===== src/rtl/sincos_tone_sched.sv =====
// Time-shares one CORDIC sin/cos engine between two NCO tone channels and
// emits a combined (sin0 + sin1) / 2 sample per tick.
module sincos_tone_sched #(
  parameter int unsigned TIMEOUT = 64,
  parameter int unsigned PI_Q    = 25736
) (
  input  logic        clk,
  input  logic        rst_n,
  input  logic        sample_tick,
  input  logic        phase_clr,
  input  logic [15:0] ftw0,
  input  logic [15:0] ftw1,
  output logic [15:0] phase,
  output logic        phase_tvalid,
  input  logic [15:0] sin_in,
  input  logic [15:0] cos_in,
  input  logic        sincos_tvalid,
  output logic [15:0] sin0,
  output logic [15:0] sin1,
  output logic [15:0] cos0,
  output logic [15:0] mix,
  output logic        mix_valid,
  output logic        busy,
  output logic        overrun,
  output logic        err
);

  localparam int unsigned TW = $clog2(TIMEOUT + 1);
  localparam logic signed [16:0] PiQ    = 17'(PI_Q);
  localparam logic signed [16:0] TwoPiQ = 17'(2 * PI_Q);
  localparam logic [15:0]        PiQU   = 16'(PI_Q);
  localparam logic [TW-1:0]      TimerLast = TW'(TIMEOUT - 1);

  typedef enum logic [2:0] {StIdle, StIssue0, StIssue1, StWait, StDone} state_e;

  state_e        state_q, state_d;
  logic [15:0]   acc0_q, acc0_d, acc1_q, acc1_d;
  logic [15:0]   sin0_q, sin0_d, sin1_q, sin1_d, cos0_q, cos0_d, mix_q, mix_d;
  logic [TW-1:0] timer_q, timer_d;
  logic          got0_q, got0_d;
  logic          clr_pend_q, clr_pend_d;
  logic          overrun_q, overrun_d, err_q, err_d;
  logic [16:0]   mix_sum;

  // Clamp the increment to pi, add in 17 bits, fold back into [-pi, pi).
  function automatic logic [15:0] acc_step(input logic [15:0] acc, input logic [15:0] ftw);
    logic [15:0]        inc;
    logic signed [16:0] sum;
    inc = (ftw > PiQU) ? PiQU : ftw;
    sum = $signed({acc[15], acc}) + $signed({1'b0, inc});
    if (sum >= PiQ) begin
      sum = sum - TwoPiQ;
    end
    return sum[15:0];
  endfunction

  assign mix_sum = {sin0_q[15], sin0_q} + {sin_in[15], sin_in};

  always_comb begin
    state_d    = state_q;
    acc0_d     = acc0_q;
    acc1_d     = acc1_q;
    sin0_d     = sin0_q;
    sin1_d     = sin1_q;
    cos0_d     = cos0_q;
    mix_d      = mix_q;
    timer_d    = timer_q;
    got0_d     = got0_q;
    clr_pend_d = clr_pend_q | phase_clr;
    overrun_d  = overrun_q | (sample_tick && (state_q != StIdle));
    err_d      = err_q;

    unique case (state_q)
      StIdle: begin
        // Clear lands before a same-cycle tick, so that frame issues phase 0.
        if (clr_pend_q || phase_clr) begin
          acc0_d     = '0;
          acc1_d     = '0;
          clr_pend_d = 1'b0;
        end
        if (sincos_tvalid) err_d = 1'b1;
        if (sample_tick) state_d = StIssue0;
      end
      StIssue0: begin
        acc0_d  = acc_step(acc0_q, ftw0);
        got0_d  = 1'b0;
        state_d = StIssue1;
      end
      StIssue1: begin
        acc1_d  = acc_step(acc1_q, ftw1);
        timer_d = '0;
        got0_d  = 1'b0;
        // A short-latency engine can return channel 0 already here.
        if (sincos_tvalid) begin
          sin0_d = sin_in;
          cos0_d = cos_in;
          got0_d = 1'b1;
        end
        state_d = StWait;
      end
      StWait: begin
        timer_d = timer_q + 1'b1;
        if (sincos_tvalid && got0_q) begin
          sin1_d  = sin_in;
          mix_d   = mix_sum[16:1];
          state_d = StDone;
        end else begin
          if (sincos_tvalid) begin
            sin0_d = sin_in;
            cos0_d = cos_in;
            got0_d = 1'b1;
          end
          if (timer_q == TimerLast) begin
            err_d   = 1'b1;
            state_d = StIdle;
          end
        end
      end
      StDone: begin
        if (sincos_tvalid) err_d = 1'b1;
        state_d = StIdle;
      end
      default: state_d = StIdle;
    endcase
  end

  always_ff @(posedge clk or negedge rst_n) begin
    if (!rst_n) begin
      state_q    <= StIdle;
      acc0_q     <= '0;
      acc1_q     <= '0;
      sin0_q     <= '0;
      sin1_q     <= '0;
      cos0_q     <= '0;
      mix_q      <= '0;
      timer_q    <= '0;
      got0_q     <= 1'b0;
      clr_pend_q <= 1'b0;
      overrun_q  <= 1'b0;
      err_q      <= 1'b0;
    end else begin
      state_q    <= state_d;
      acc0_q     <= acc0_d;
      acc1_q     <= acc1_d;
      sin0_q     <= sin0_d;
      sin1_q     <= sin1_d;
      cos0_q     <= cos0_d;
      mix_q      <= mix_d;
      timer_q    <= timer_d;
      got0_q     <= got0_d;
      clr_pend_q <= clr_pend_d;
      overrun_q  <= overrun_d;
      err_q      <= err_d;
    end
  end

  always_comb begin
    phase        = '0;
    phase_tvalid = 1'b0;
    if (state_q == StIssue0) begin
      phase        = acc0_q;
      phase_tvalid = 1'b1;
    end else if (state_q == StIssue1) begin
      phase        = acc1_q;
      phase_tvalid = 1'b1;
    end
  end

  assign sin0      = sin0_q;
  assign sin1      = sin1_q;
  assign cos0      = cos0_q;
  assign mix       = mix_q;
  assign mix_valid = (state_q == StDone);
  assign busy      = (state_q != StIdle);
  assign overrun   = overrun_q;
  assign err       = err_q;

endmodule


===== config.mk =====
export PLATFORM = sky130hd
export DESIGN_NAME = sincos_tone_sched
export DESIGN_NICKNAME = d
export VERILOG_FILES = /design/src/rtl/sincos_tone_sched.sv
export SDC_FILE = /design/constraint.sdc
export NUM_CORES = 1
export LEC_CHECK = 0
export CORE_UTILIZATION = 35
export DETAILED_ROUTE_END_ITERATION = 16
export PLACE_DENSITY = 0.59
export SYNTH_ARGS = -nofsm -noshare
export SYNTH_HDL_FRONTEND = slang
export SYNTH_SLANG_ARGS = --single-unit

===== constraint.sdc =====
create_clock -name clk -period 5.3 [get_ports clk]
set_input_delay 1.06 -clock clk [delete_from_list [all_inputs] [get_ports clk]]
set_output_delay 1.06 -clock clk [all_outputs]
set_load 0.05 [all_outputs]

======== After elaboration in Yosys (flattened, before gate mapping) ========
Cells that the tools add are included.
operators by class
  bitwise gates (word level) .............. 2
  equality and inequality tests ........... 12
  mux-type cells .......................... 31
  divide/modulo/power cells ............... 0
  shift-type cells ........................ 0
  reduce and logical (&&, ||, !) cells .... 18
  add/subtract/negate cells ............... 6
  magnitude comparators ................... 4
  multiply operators ...................... 0
operators by type and width
  cell                                                                      number
  16-bit two-way mux                                                        11
  16-bit one-hot mux with 2 select lines                                    4
  16-bit by 17-bit adder with 17-bit output                                 2
  17-bit by 16-bit >= comparator with 1-bit output (second input constant)  2
  16-bit by 15-bit > comparator with 1-bit output (second input constant)   2
  16-bit by 15-bit subtractor with 16-bit output (second input constant)    2
  16-bit by 16-bit adder with 17-bit output                                 1
  7-bit one-hot mux with 2 select lines                                     1
  3-bit one-hot mux with 4 select lines                                     1
  2-bit != test (second input constant)                                     5
  2-bit AND reduction                                                       5
  1-bit two-way mux                                                         9
  3-bit two-way mux                                                         3
  2-bit nonzero test                                                        4
  7-bit by 1-bit adder with 7-bit output (second input constant)            1
  7-bit by 6-bit == test with 1-bit output (second input constant)          1
  3-bit by 2-bit == test with 1-bit output (second input constant)          2
  3-bit nonzero test                                                        2
  4-bit AND reduction                                                       1
  3-bit by 1-bit == test with 1-bit output (second input constant)          1
  3-bit == test (second input constant)                                     1
  3-bit zero test                                                           1
  3-bit != test (second input constant)                                     1
  1-bit one-hot mux with 3 select lines                                     1
  other kinds (7)                                                           9
storage, ports and cells
  output and inout bits ................... 85
  bits in read-only memories .............. 0
  register bits ........................... 110
  memories kept ........................... 0
  memory bits (writable) .................. 0
  logic and storage cells ................. 85
  latch bits .............................. 0

======== Longest topological paths before layout ========
Gate-level depths: netlist (run 1).
  depth in word-level cells ............... 6
  depth in mapped cells ................... 22

======== Least setup slack after synthesis (run 1) ========
No wires, ideal clock.
  kind .................................... input -> register
  start ................................... input ftw1[0]
  end ..................................... register acc1_q[5]
  arrival time ............................ 4.979 ns
  required time ........................... 5.174 ns
  path slack .............................. 0.195 ns
  path buffers ............................ 2
  stages .................................. 18
  setup time .............................. 0.126 ns
  cells stage by stage .................... o31a_1 o41ai_1 nand2_1 a211o_1 a31oi_1 clkbuf_1 and2_1 ha_1 a211oi_2 o21bai_2 a2111oi_2 nor2_1 a2111oi_4 xor2_2 o32ai_2 buf_6 nor3_1 a221o_1
on the way
  longest elaborated chain between the ends .. 6
  elaborated cells between the ends (all ways) .. 7
ends and longest elaborated chain
  element                                                                                                                    RTL line  RTL
  start, declared                                                                                                            12        input logic [15:0] ftw1,
  16-bit by 15-bit > comparator with 1-bit output                                                                            49        inc = (ftw > PiQU) ? PiQU : ftw;
  16-bit two-way mux *                                                                                                       49
  16-bit by 17-bit adder with 17-bit output *                                                                                50        sum = $signed({acc[15], acc}) + $signed({1'b0, inc});
  16-bit by 15-bit subtractor with 16-bit output / 17-bit by 16-bit >= comparator with 1-bit output (equally long branches)  52, 51
  16-bit two-way mux *                                                                                                       51        if (sum >= PiQ) begin
  16-bit one-hot mux with 2 select lines *                                                                                   73        unique case (state_q)
  end signal, assigned                                                                                                       131       acc1_q <= '0;
  end signal, assigned                                                                                                       144       acc1_q <= acc1_d;
  end, declared                                                                                                              37        logic [15:0] acc0_q, acc0_d, acc1_q, acc1_d;
Every way passes the cells marked *; elsewhere a longest branch is shown, timed or not.
A chain may end at the register's enable or synchronous reset.

======== Worst setup path after layout (run 1) ========
  start ................................... input ftw0[1]
  end ..................................... register acc0_q[10]
on the way
  longest elaborated chain between the ends .. 6
  elaborated cells between the ends (all ways) .. 7
ends and longest elaborated chain
  element                                                                                                                    RTL line  RTL
  start, declared                                                                                                            11        input logic [15:0] ftw0,
  16-bit by 15-bit > comparator with 1-bit output                                                                            49
  16-bit two-way mux *                                                                                                       49
  16-bit by 17-bit adder with 17-bit output *                                                                                50
  16-bit by 15-bit subtractor with 16-bit output / 17-bit by 16-bit >= comparator with 1-bit output (equally long branches)  52, 51
  16-bit two-way mux *                                                                                                       51
  16-bit one-hot mux with 2 select lines *                                                                                   73
  end signal, assigned                                                                                                       130       acc0_q <= '0;
  end signal, assigned                                                                                                       143       acc0_q <= acc0_d;
  end, declared                                                                                                              37
Marked as above.

==> results of run 1 <==
-- Yosys cell counts (4+ instances only) --
cell      count  area share
nand2_1     132       0.062
dfrtp_1     110        0.35
o21ai_0      62       0.039
nor2_1       51       0.024
ha_1         50       0.079
a21oi_1      37       0.023
mux2_2       31       0.044
a22o_1       29       0.032
and2_1       26       0.020
clkbuf_1     26       0.012
xnor2_1      23       0.025
xor2_1       22       0.024
nand3_1      21       0.013
a21o_1       19       0.018
inv_1        19      0.0090
nand2b_1     18       0.014
nor3_1       15      0.0094
o21ai_1      13      0.0082
and3_1       11      0.0087
o211ai_1      9      0.0085
o21a_1        9      0.0085
or2_2         9      0.0071
a211oi_1      8      0.0076
a31oi_1       8      0.0063
buf_2         8      0.0050
nand4_1       7      0.0055
nor2b_1       7      0.0055
mux2i_1       6      0.0076
o31ai_1       6      0.0057
nor4_1        5      0.0039
o21bai_1      5      0.0047
or3_1         5      0.0039
a211oi_2      4      0.0063
nor4b_1       4      0.0044
o22ai_1       4      0.0031
-- registers in the layout, indices dropped and copies added (netlist names) --
signal,count
state_q,3
acc1_q,16
err,1
cos0,16
got0_q,1
sin0,16
clr_pend_q,1
sin1,16
timer_q,7
overrun,1
acc0_q,16
mix,16
-- kinds of logic (layout without fill, tap and decap cells) --
kind of cell / after synthesis / in the layout / share of synthesized area
AND/OR/NAND/NOR: 327 / 327 / 0.2018
buffers and inverters: 55 / 361 / 0.02817
multiplexers: 37 / 37 / 0.05146
XOR/XNOR: 46 / 46 / 0.05162
AO/OA/AOI/OAI: 261 / 261 / 0.2340
adder cells (fa/ha/maj): 53 / 53 / 0.08625
flip-flops: 110 / 110 / 0.3462
other: 1 / 2 / 0.0004717
-- where the power goes --
part	internal, W	switching [W]
Combinational	0.00271	0.00344
Sequential	0.00122	0.000329
Clock	0.000379	0.000332
-- worst min-delay path by stage --
stage / end / from
2_1_floorplan: clr_pend_q / clr_pend_q
4_1_cts: overrun / overrun
3_5_place_dp: overrun / overrun
3_3_place_gp: overrun / overrun
6_report: overrun / overrun
5_1_grt: mix[14] / mix[14]
-- layout by cell type (no fill, tap or decap), types with 11 or more instances in the layout --
cell type        instances
buf_4                  170
clkdlybuf4s50_1        144
nand2_1                130
dfrtp_1                110
o21ai_0                 54
nor2_1                  49
ha_1                    43
a21oi_1                 35
mux2_2                  31
a22o_1                  29
and2_1                  22
xor2_1                  22
nand3_1                 21
xnor2_1                 21
o21ai_1                 20
inv_1                   19
nand2b_1                18
a21o_1                  18
nor3_1                  14
and3_1                  11
-- metrics by stage --
step                hold slack (ps)  utilization
floorplan                     451.9            -
global placement              441.4       0.4936
detailed placement            448.0       0.4936
CTS                           477.5       0.5177
global route                  505.8       0.5290
finish                        473.1       0.5290
-- worst max-delay path: cells and delay by family --
kind	cells	cell delay (ps)
compound gates	11	2310
buf+inv	5	1010
simple gates	4	480
fa+ha+maj	2	410
-- timing repair --
item | 4_1_cts | 5_1_grt
buffers inserted | 6 | 8
cloned | 1 | 1
endpoints found under the hold margin | 0 | 0
pin swaps | 21 | 31
gates resized for setup | 31 | 47
hold buffers | 0 | 0
setup endpoints to repair | 20 | 24
-- metal layers --
metal  global-route usage  part of all wire
met4              0.04810             0.012
met5                    0                 0
met3              0.03328             0.044
met1               0.2693              0.48
met2               0.3329              0.46
-- layout make-up --
class | count | area share
clock buffer | 9 | 0.01933
clock inverter | 7 | 0.007625
inverter | 19 | 0.006121
multi-input combinational | 726 | 0.4547
sequential | 110 | 0.2363
tap | 280 | 0.03007
timing repair buffer | 326 | 0.2459
==> impl_metrics.csv, run 1 <==
group,metric,value,unit
setup_path,critical-path-max-stage-delay,430,ps
sta,setup_viol,0,
floorplan,fp-row-count,54,
setup_path,crit_arrival,5290,ps
clock_tree,cts_tree,"done",
setup_path,crit_path_max_fanout,5,
final_layout,multi_input_area,5298,sq um
setup_path,cp-start-kind,"primary input",
drt,dr.pass1.iters,9,
floorplan,io_pins,154,
final_layout,num_antenna_cells,0,
synthesis,synth_cells,890,
synthesis,avgSynthCellArea,8.933,sq um
grt,first_global_vias,7702,
synthesis,synth_cell_types,79,
setup_path,cp-startpoint,"ftw0[1]",
synthesis,synthArstFlopShare,1.000,
sta,setup_tns,0,ps
synthesis,synth-edff-count,0,
drt,route.detailed.drc,0,
grt,grt_max_degree,78,
place,hpwl,17700,um
floorplan,core,22030,sq um
setup_path,rr_startpoint,"acc1_q[0]",
sta,finalHoldViolations,0,
sta,slew_viol_final,0,
final_layout,design_area,11650,sq um
grt,antenna_found_initial,0,
clock_tree,htreeDepth,3,
final_layout,drive_above_1_share,0.2473,
setup_path,endpoint,"acc0_q[10]",
floorplan,chipWidth,152.7,um
setup_path,r2r-end,"acc1_q[6]",
power,power,0.008399,W
synthesis,synth_ff_type,"dfrtp_1",
sta,skew,9.768,ps
clock_tree,insertion_delay,360,ps
drt,drtAntennaViolNets,0,
sta,layout_min_cycle_time,5052,ps
synthesis,seq_area_frac_synth,0.3462,
final_layout,register_area,2753,sq um
sta,tightest_slew,1104,ps
setup_path,crit_required,5540,ps
floorplan,die_h,152.7,um
clock_tree,numCtsBuffers,9,
drt,first_iter_violations,394,
synthesis,syn_area,7950,sq um
place,routabilityCongestion,0.8380,
hold_path,holdPathStages,1,
place,post-place-cells,1445,
sta,worst_slack,247.9,ps
setup_path,path_cells,"clkdlybuf4s50_1 > o31a_1 > o41ai_2 > nand2_1 > a211o_1 > a31oi_2 > buf_4 > and2_1 > ha_2 > fa_2 > a211oi_2 > o211ai_1 > a21oi_2 > buf_4 > o2111a_1 > nor3_2 > buf_4 > buf_4 > o21ai_1 > o21ai_1 > nand2_1 > a221o_1",
place,dp_worst_setup_slack,-625.6,ps
setup_path,crit_type,"primary input to register",
power,leakagePower,5.233,nW
final_layout,area_growth_syn_to_layout,46.55,%
power,power_density,720.8,nW/um^2
grt,grt_pass1_wl,38300,um
floorplan,dieArea,23320,sq um
sta,slew_headroom,0.2614,
setup_path,cp_common_cell,"buf_4",
run,cap_violations,0,
setup_path,regToRegSetupSlack,1860,ps
drt,wire_per_inst,15.58,um
power,peakVddDrop,0.0003465,V
floorplan,start_util,0.3609,
final_layout,stdcell_count,1477,
place,numPortBuffers,153,
grt,track_usage,0.1998,
setup_path,worst_path_max_delay_cell,"clkdlybuf4s50_1",
clock_tree,clock_sinks,110,
setup_path,setup.worst_path.end_class,"register",
sta,max_freq,197.9,MHz
clock_tree,clockRootBuffer,"clkbuf_16",
sta,fin_crit_sh,0.9532,
place,placed_area,10870,sq um
synthesis,synth-seq-cells,110,
clock_tree,path_clk_slew,80,ps
clock_tree,cts_buffer_depth,2,
final_layout,final_nets,1314,
synthesis,yosysWarningCount,0,
setup_path,worstRegToRegCells,15,
final_layout,n_fill_cell,2063,
drt,num_vias,7655,
grt,grt_overflow_total,0,
hold_path,hold_path.class,"register to register",
drt,wirelength,23020,um
status,status,"finished clean",
drt,vias_per_cell,5.183,
Note: power is estimated with default switching activity, not from simulation.
==> run 2: changes to the inputs <==
--- a/config.mk
+++ b/config.mk
@@ -8,6 +8,7 @@
 export CORE_UTILIZATION = 35
 export DETAILED_ROUTE_END_ITERATION = 16
 export PLACE_DENSITY = 0.59
+export RECOVER_POWER = 100
 export SYNTH_ARGS = -nofsm -noshare
 export SYNTH_HDL_FRONTEND = slang
 export SYNTH_SLANG_ARGS = --single-unit
==> run 2 against run 1 <==
The flow now finishes with violations (capacitance limit, slew limit); hold slack got worse by 4.4 ps; via count hardly changed; utilization decreased by 0.15 points; die area unchanged; fmax decreased by 0.13%; sequential power is essentially flat; combinational power down 2%; register-to-register slack lost 120 ps.
==> impl_metrics.csv, run 2 (same netlist as run 1, synthesis figures left out) <==
group,metric,value,unit
setup_path,worstRegToRegCells,6,
clock_tree,cts_tree,"done",
power,power,0.008260,W
final_layout,stdcell_count,1477,
power,pwr-share-seq,0.185,
power,p_switching,0.004070,W
floorplan,chipWidth,152.7,um
sta,max_freq,197.7,MHz
run,cap_violations,4,
setup_path,cp_common_cell,"buf_4",
setup_path,crit_arrival,5290,ps
final_layout,final_common_cell,"buf_4",
clock_tree,path_clk_slew,80,ps
clock_tree,cts_buffer_depth,2,
power,pwr-share-clk,0.086,
drt,dr.pass1.iters,6,
clock_tree,clock_sinks,110,
power,internal-power,0.004190,W
power,peakVddDrop,0.0003392,V
floorplan,start_util,0.3609,
sta,layout_min_cycle_time,5058,ps
setup_path,critical-path-max-stage-delay,430,ps
final_layout,drive_above_1_share,0.2431,
final_layout,final_util,0.5274,
clock_tree,insertion_delay,350,ps
grt,first_global_vias,7702,
power,switching_share,0.4928,
floorplan,fp-row-count,54,
setup_path,setup.worst_path.end_class,"register",
setup_path,path_depth,22,
floorplan,io_pins,154,
setup_path,cp_num_buf_inv,5,
drt,route.detailed.drc,0,
final_layout,most-common-layout-cells,"166 x buf_4, 130 x nand2_1, 110 x dfrtp_1",
setup_path,crit_required,5540,ps
place,routabilityCongestion,0.8380,
sta,finalHoldViolations,0,
status,status,"finished with violations",
place,post-place-cells,1445,
setup_path,crit_path_max_fanout,5,
power,power_density,711.0,nW/um^2
place,hpwl,17700,um
setup_path,cpLargestDelayFamily,"compound AO/OA/AOI/OAI gates",
setup_path,cp-start-kind,"primary input",
final_layout,num_antenna_cells,0,
drt,vias_per_cell,5.188,
setup_path,crit_type,"primary input to register",
sta,slew_viol_final,198,
grt,grt_max_degree,78,
drt,wirelength,22960,um
final_layout,area_growth_syn_to_layout,46.13,%
sta,setup_viol,0,
sta,fin_crit_sh,0.9544,
drt,first_iter_violations,421,
sta,tightest_slew,2037,ps
drt,drtAntennaViolNets,0,
status,failed_checks,"capacitance limit, slew limit",
floorplan,dieArea,23320,sq um
clock_tree,postCtsHoldBufs,0,
power,leakagePower,5.327,nW
setup_path,worst_path_max_delay_cell,"clkdlybuf4s50_1",
drt,num_vias,7662,
floorplan,die_h,152.7,um
sta,skew,8.281,ps
clock_tree,numCtsBuffers,9,
grt,track_usage,0.1998,
grt,grt_overflow_total,0,
setup_path,path_cells,"clkdlybuf4s50_1 > o31a_1 > o41ai_2 > nand2_1 > a211o_1 > a31oi_1 > buf_4 > and2_1 > ha_2 > fa_2 > a211oi_2 > o211ai_1 > a21oi_2 > buf_4 > o2111a_1 > nor3_2 > buf_4 > buf_4 > o21ai_1 > o21ai_1 > nand2_1 > a221o_1",
hold_path,holdPathStages,1,
power,p_comb_frac,0.728,
hold_path,hold_path.class,"register to register",
floorplan,core,22030,sq um
sta,slew_headroom,-0.3580,
clock_tree,htreeDepth,3,
grt,grt_pass1_wl,38300,um
drt,wire_per_inst,15.55,um
final_layout,final_nets,1314,
place,numPortBuffers,153,
clock_tree,clockRootBuffer,"clkbuf_16",
grt,antenna_found_initial,0,
sta,setup_tns,0,ps
[run 2: cell types whose count changed in the layout (fill, tap and decap cells not counted), sizes merged]
cell | before | now
clkdlybuf4s50 | 144 | 55
dlygate4sd3 | 0 | 89
clkbuf | 9 | 13
buf | 174 | 170
[run 2: what timing repair did]
action                                  in CTS  in global routing
cloned                                       1                  1
endpoints found under the setup margin      20                 24
pin swaps                                   21                 31
buffers inserted                             6                  8
resized for setup                           31                 47
[run 2: final cells by class]
type / count / area [sq um]
fillers: 2064 / 10410
multi-input cells: 726 / 5278
repair buffers: 326 / 2851
flip-flops and latches: 110 / 2753
well taps: 280 / 350.3
clock buffers: 9 / 225.2
clock inverters: 7 / 88.84
inverters: 19 / 71.32
[run 2: routing by layer]
metal	part of all wire	up-vias	global-route usage
met4	0.012	0	0.04810
met3	0.050	17	0.03328
met5	0	-	0
met1	0.48	3633	0.2693
met2	0.46	152	0.3329
li1	-	3860	-
[run 2: worst paths after layout]
kind                            start    endpoint  slack [ps]
max                           ftw0[1]  acc0_q[10]         240
min                           overrun     overrun         470
max reg2reg                state_q[1]     sin1[7]        1740
min reg2reg                   overrun     overrun         470
max in group asynchronous       rst_n     mix[15]        1540
min in group asynchronous       rst_n    cos0[15]        1250
[run 2: power by group through the flow]
stage | registers, W | clock network (W) | logic, W
finish | 0.00153 | 0.000712 | 0.00602
global route | 0.00159 | 0.000764 | 0.00655
CTS | 0.00154 | 0.000734 | 0.00597
detailed placement | 0.00154 | 0 | 0.00576
global placement | 0.00154 | 0 | 0.00572
floorplan | 0.00226 | 0 | 0.00295
[run 2: metrics by stage]
stage	cell area (sq um)	hold WS [ps]	worst slack (ps)
5_1_grt	11620	501.1	-23.80
6_report	11620	468.7	241.6
4_1_cts	11400	477.5	7.049
2_1_floorplan	7954	451.9	194.7
3_3_place_gp	10870	441.4	-591.0
3_5_place_dp	10870	448.0	-625.6
==> run 3: changes to the inputs <==
--- a/config.mk
+++ b/config.mk
@@ -5,7 +5,9 @@
 export SDC_FILE = /design/constraint.sdc
 export NUM_CORES = 1
 export LEC_CHECK = 0
+export CORE_MARGIN = 2
 export CORE_UTILIZATION = 35
+export CTS_CLUSTER_SIZE = 8
 export DETAILED_ROUTE_END_ITERATION = 16
 export PLACE_DENSITY = 0.59
 export RECOVER_POWER = 100
==> run 3 against run 2 <==
Total power is 0.25% lower; non-clock buffer count is 13 lower; routed wire length is 0.74% lower; flip-flop and latch count stayed put; via count is 0.16% higher; critical path type unchanged; clock power hardly changed; the run still ends with capacitance limit, slew limit left; first-iteration DRC count is 26% lower; fmax is 1.1% lower; sequential power hardly changed; critical path depth is 1 lower.
==> impl_metrics.csv, run 3 (same netlist as run 1, synthesis figures left out) <==
group,metric,value,unit
sta,layout_min_cycle_time,5113,ps
status,failed_checks,"capacitance limit, slew limit",
setup_path,critical-path-max-stage-delay,430,ps
hold_path,holdPathStages,1,
final_layout,final_common_cell,"buf_4",
status,status,"finished with violations",
sta,skew,9.193,ps
setup_path,crit_type,"primary input to register",
clock_tree,htreeDepth,3,
grt,grt_max_degree,77,
final_layout,area_growth_syn_to_layout,44.24,%
drt,wirelength,22790,um
final_layout,most-common-layout-cells,"152 x buf_4, 132 x nand2_1, 110 x dfrtp_1",
final_layout,multi_input_area,5234,sq um
place,post-place-cells,1444,
setup_path,rr_startpoint,"state_q[1]",
final_layout,n_fill_cell,2147,
setup_path,crit_arrival,5360,ps
hold_path,hold_path.class,"register to register",
setup_path,cp_common_cell,"buf_4",
clock_tree,path_clk_slew,90,ps
power,peakVddDrop,0.0003183,V
drt,route.detailed.drc,0,
clock_tree,postCtsHoldBufs,0,
drt,dr.pass1.iters,4,
sta,max_freq,195.6,MHz
clock_tree,clockRootBuffer,"clkbuf_16",
clock_tree,clock_sinks,110,
sta,worst_slack,186.5,ps
setup_path,setup.worst_path.end_class,"register",
place,routabilityCongestion,0.8485,
setup_path,cp-start-kind,"primary input",
setup_path,worstRegToRegCells,6,
grt,grt_overflow_total,0,
final_layout,register_area,2753,sq um
setup_path,crit_path_max_fanout,6,
grt,antenna_found_initial,1,
drt,vias_per_cell,5.220,
sta,slew_headroom,-0.3484,
floorplan,core,22430,sq um
run,cap_violations,4,
floorplan,start_util,0.3544,
sta,setup_viol,0,
grt,grt_pass1_wl,36830,um
drt,first_iter_violations,310,
clock_tree,insertion_delay,360,ps
grt,first_global_vias,7374,
drt,wire_per_inst,15.51,um
final_layout,stdcell_count,1470,
setup_path,worst_path_max_delay_cell,"clkdlybuf4s50_1",
power,leakagePower,5.180,nW
place,hpwl,17420,um
clock_tree,cts_tree,"done",
sta,slew_viol_final,193,
setup_path,cp_num_buf_inv,4,
drt,num_vias,7674,
hold_path,hp-start,"overrun",
floorplan,dieArea,23940,sq um
clock_tree,numCtsBuffers,9,
setup_path,crit_required,5540,ps
clock_tree,cts_buffer_depth,2,
final_layout,drive_above_1_share,0.2314,
floorplan,chipWidth,154.7,um
floorplan,die_h,154.7,um
sta,finalHoldViolations,0,
grt,track_usage,0.1875,
place,dp_worst_setup_slack,-506.3,ps
setup_path,r2r-end,"cos0[4]",
setup_path,cpLargestDelayFamily,"compound AO/OA/AOI/OAI gates",
final_layout,final_nets,1301,
sta,tightest_slew,2023,ps
place,numPortBuffers,153,
hold_path,hold_end,"overrun",
setup_path,path_cells,"clkdlybuf4s50_1 > o31a_1 > o41ai_2 > nand2_1 > a211o_1 > a31oi_2 > buf_4 > and2_4 > ha_4 > fa_2 > a211oi_2 > o211ai_1 > a21oi_2 > buf_4 > o2111a_1 > nor3_2 > buf_4 > o21ai_0 > o21ai_0 > nand2_1 > a221o_1",
setup_path,regToRegSetupSlack,1540,ps
drt,drtAntennaViolNets,0,
sta,setup_tns,0,ps
power,power_density,718.5,nW/um^2
floorplan,io_pins,154,
floorplan,fp-row-count,55,
sta,fin_crit_sh,0.9648,
run 3: worst reg2reg max path: cells and delay by family, from the launching register on:
kind          cells  cell delay [ps]
mux               1              450
simple gates      3              660
flops             1              430
buf+inv           2             2110
run 3: per-stage QoR:
stage / power (W) / hold slack [ps] / utilization / area (sq um)
CTS: 0.008131 / 464.6 / 0.4976 / 11160
global route: 0.008853 / 487.9 / 0.5112 / 11470
finish: 0.008239 / 455.8 / 0.5112 / 11470
global placement: 0.007295 / 443.7 / 0.4823 / 10820
detailed placement: 0.007347 / 444.0 / 0.4823 / 10820
floorplan: 0.005212 / 451.9 / - / 7954
run 3: power breakdown:
part	internal, W	switching, W	leakage, nW
registers	0.00122	0.000309	1.37
logic	0.00259	0.00341	3.66
clock network	0.000342	0.000368	0.153
total	0.00415	0.00409	5.18
run 3: metal layers:
layer  wire [um]  track usage  part of all wire  vias to the layer above
met5           0            0                 0                        -
met4         289      0.04850             0.013                        0
met3        1414      0.04259             0.062                       19
met2       10430       0.2995              0.46                      171
met1       10660       0.2572              0.47                     3646
li1            -            -                 -                     3838
run 3: layout make-up:
cell class              instances  share of cell area
clock inverters                 7            0.007420
multi-input cells             726              0.4564
clock buffers                   9             0.01964
flip-flops and latches        110              0.2400
inverters                      19            0.006219
well taps                     285             0.03110
repair buffers                313              0.2390
diodes                          1           0.0002182
run 3: worst max path at each step:
stage / start / endpoint / depth (start not counted)
after floorplan: ftw1[0] / acc1_q[5] / 18
after global placement: ftw1[0] / acc1_q[14] / 22
after detailed placement: ftw1[0] / acc1_q[14] / 22
after CTS: ftw1[0] / acc1_q[8] / 20
after global routing: ftw0[1] / acc0_q[4] / 22
final: ftw0[1] / acc0_q[10] / 21
run 3: what timing repair did:
| item | 4_1_cts | 5_1_grt |
|---|---|---|
| cloned | 0 | 2 |
| gates resized for setup | 4 | 60 |
| pin swaps | 2 | 32 |
| buffers inserted | 2 | 5 |
| endpoints found under the setup margin | 10 | 24 |
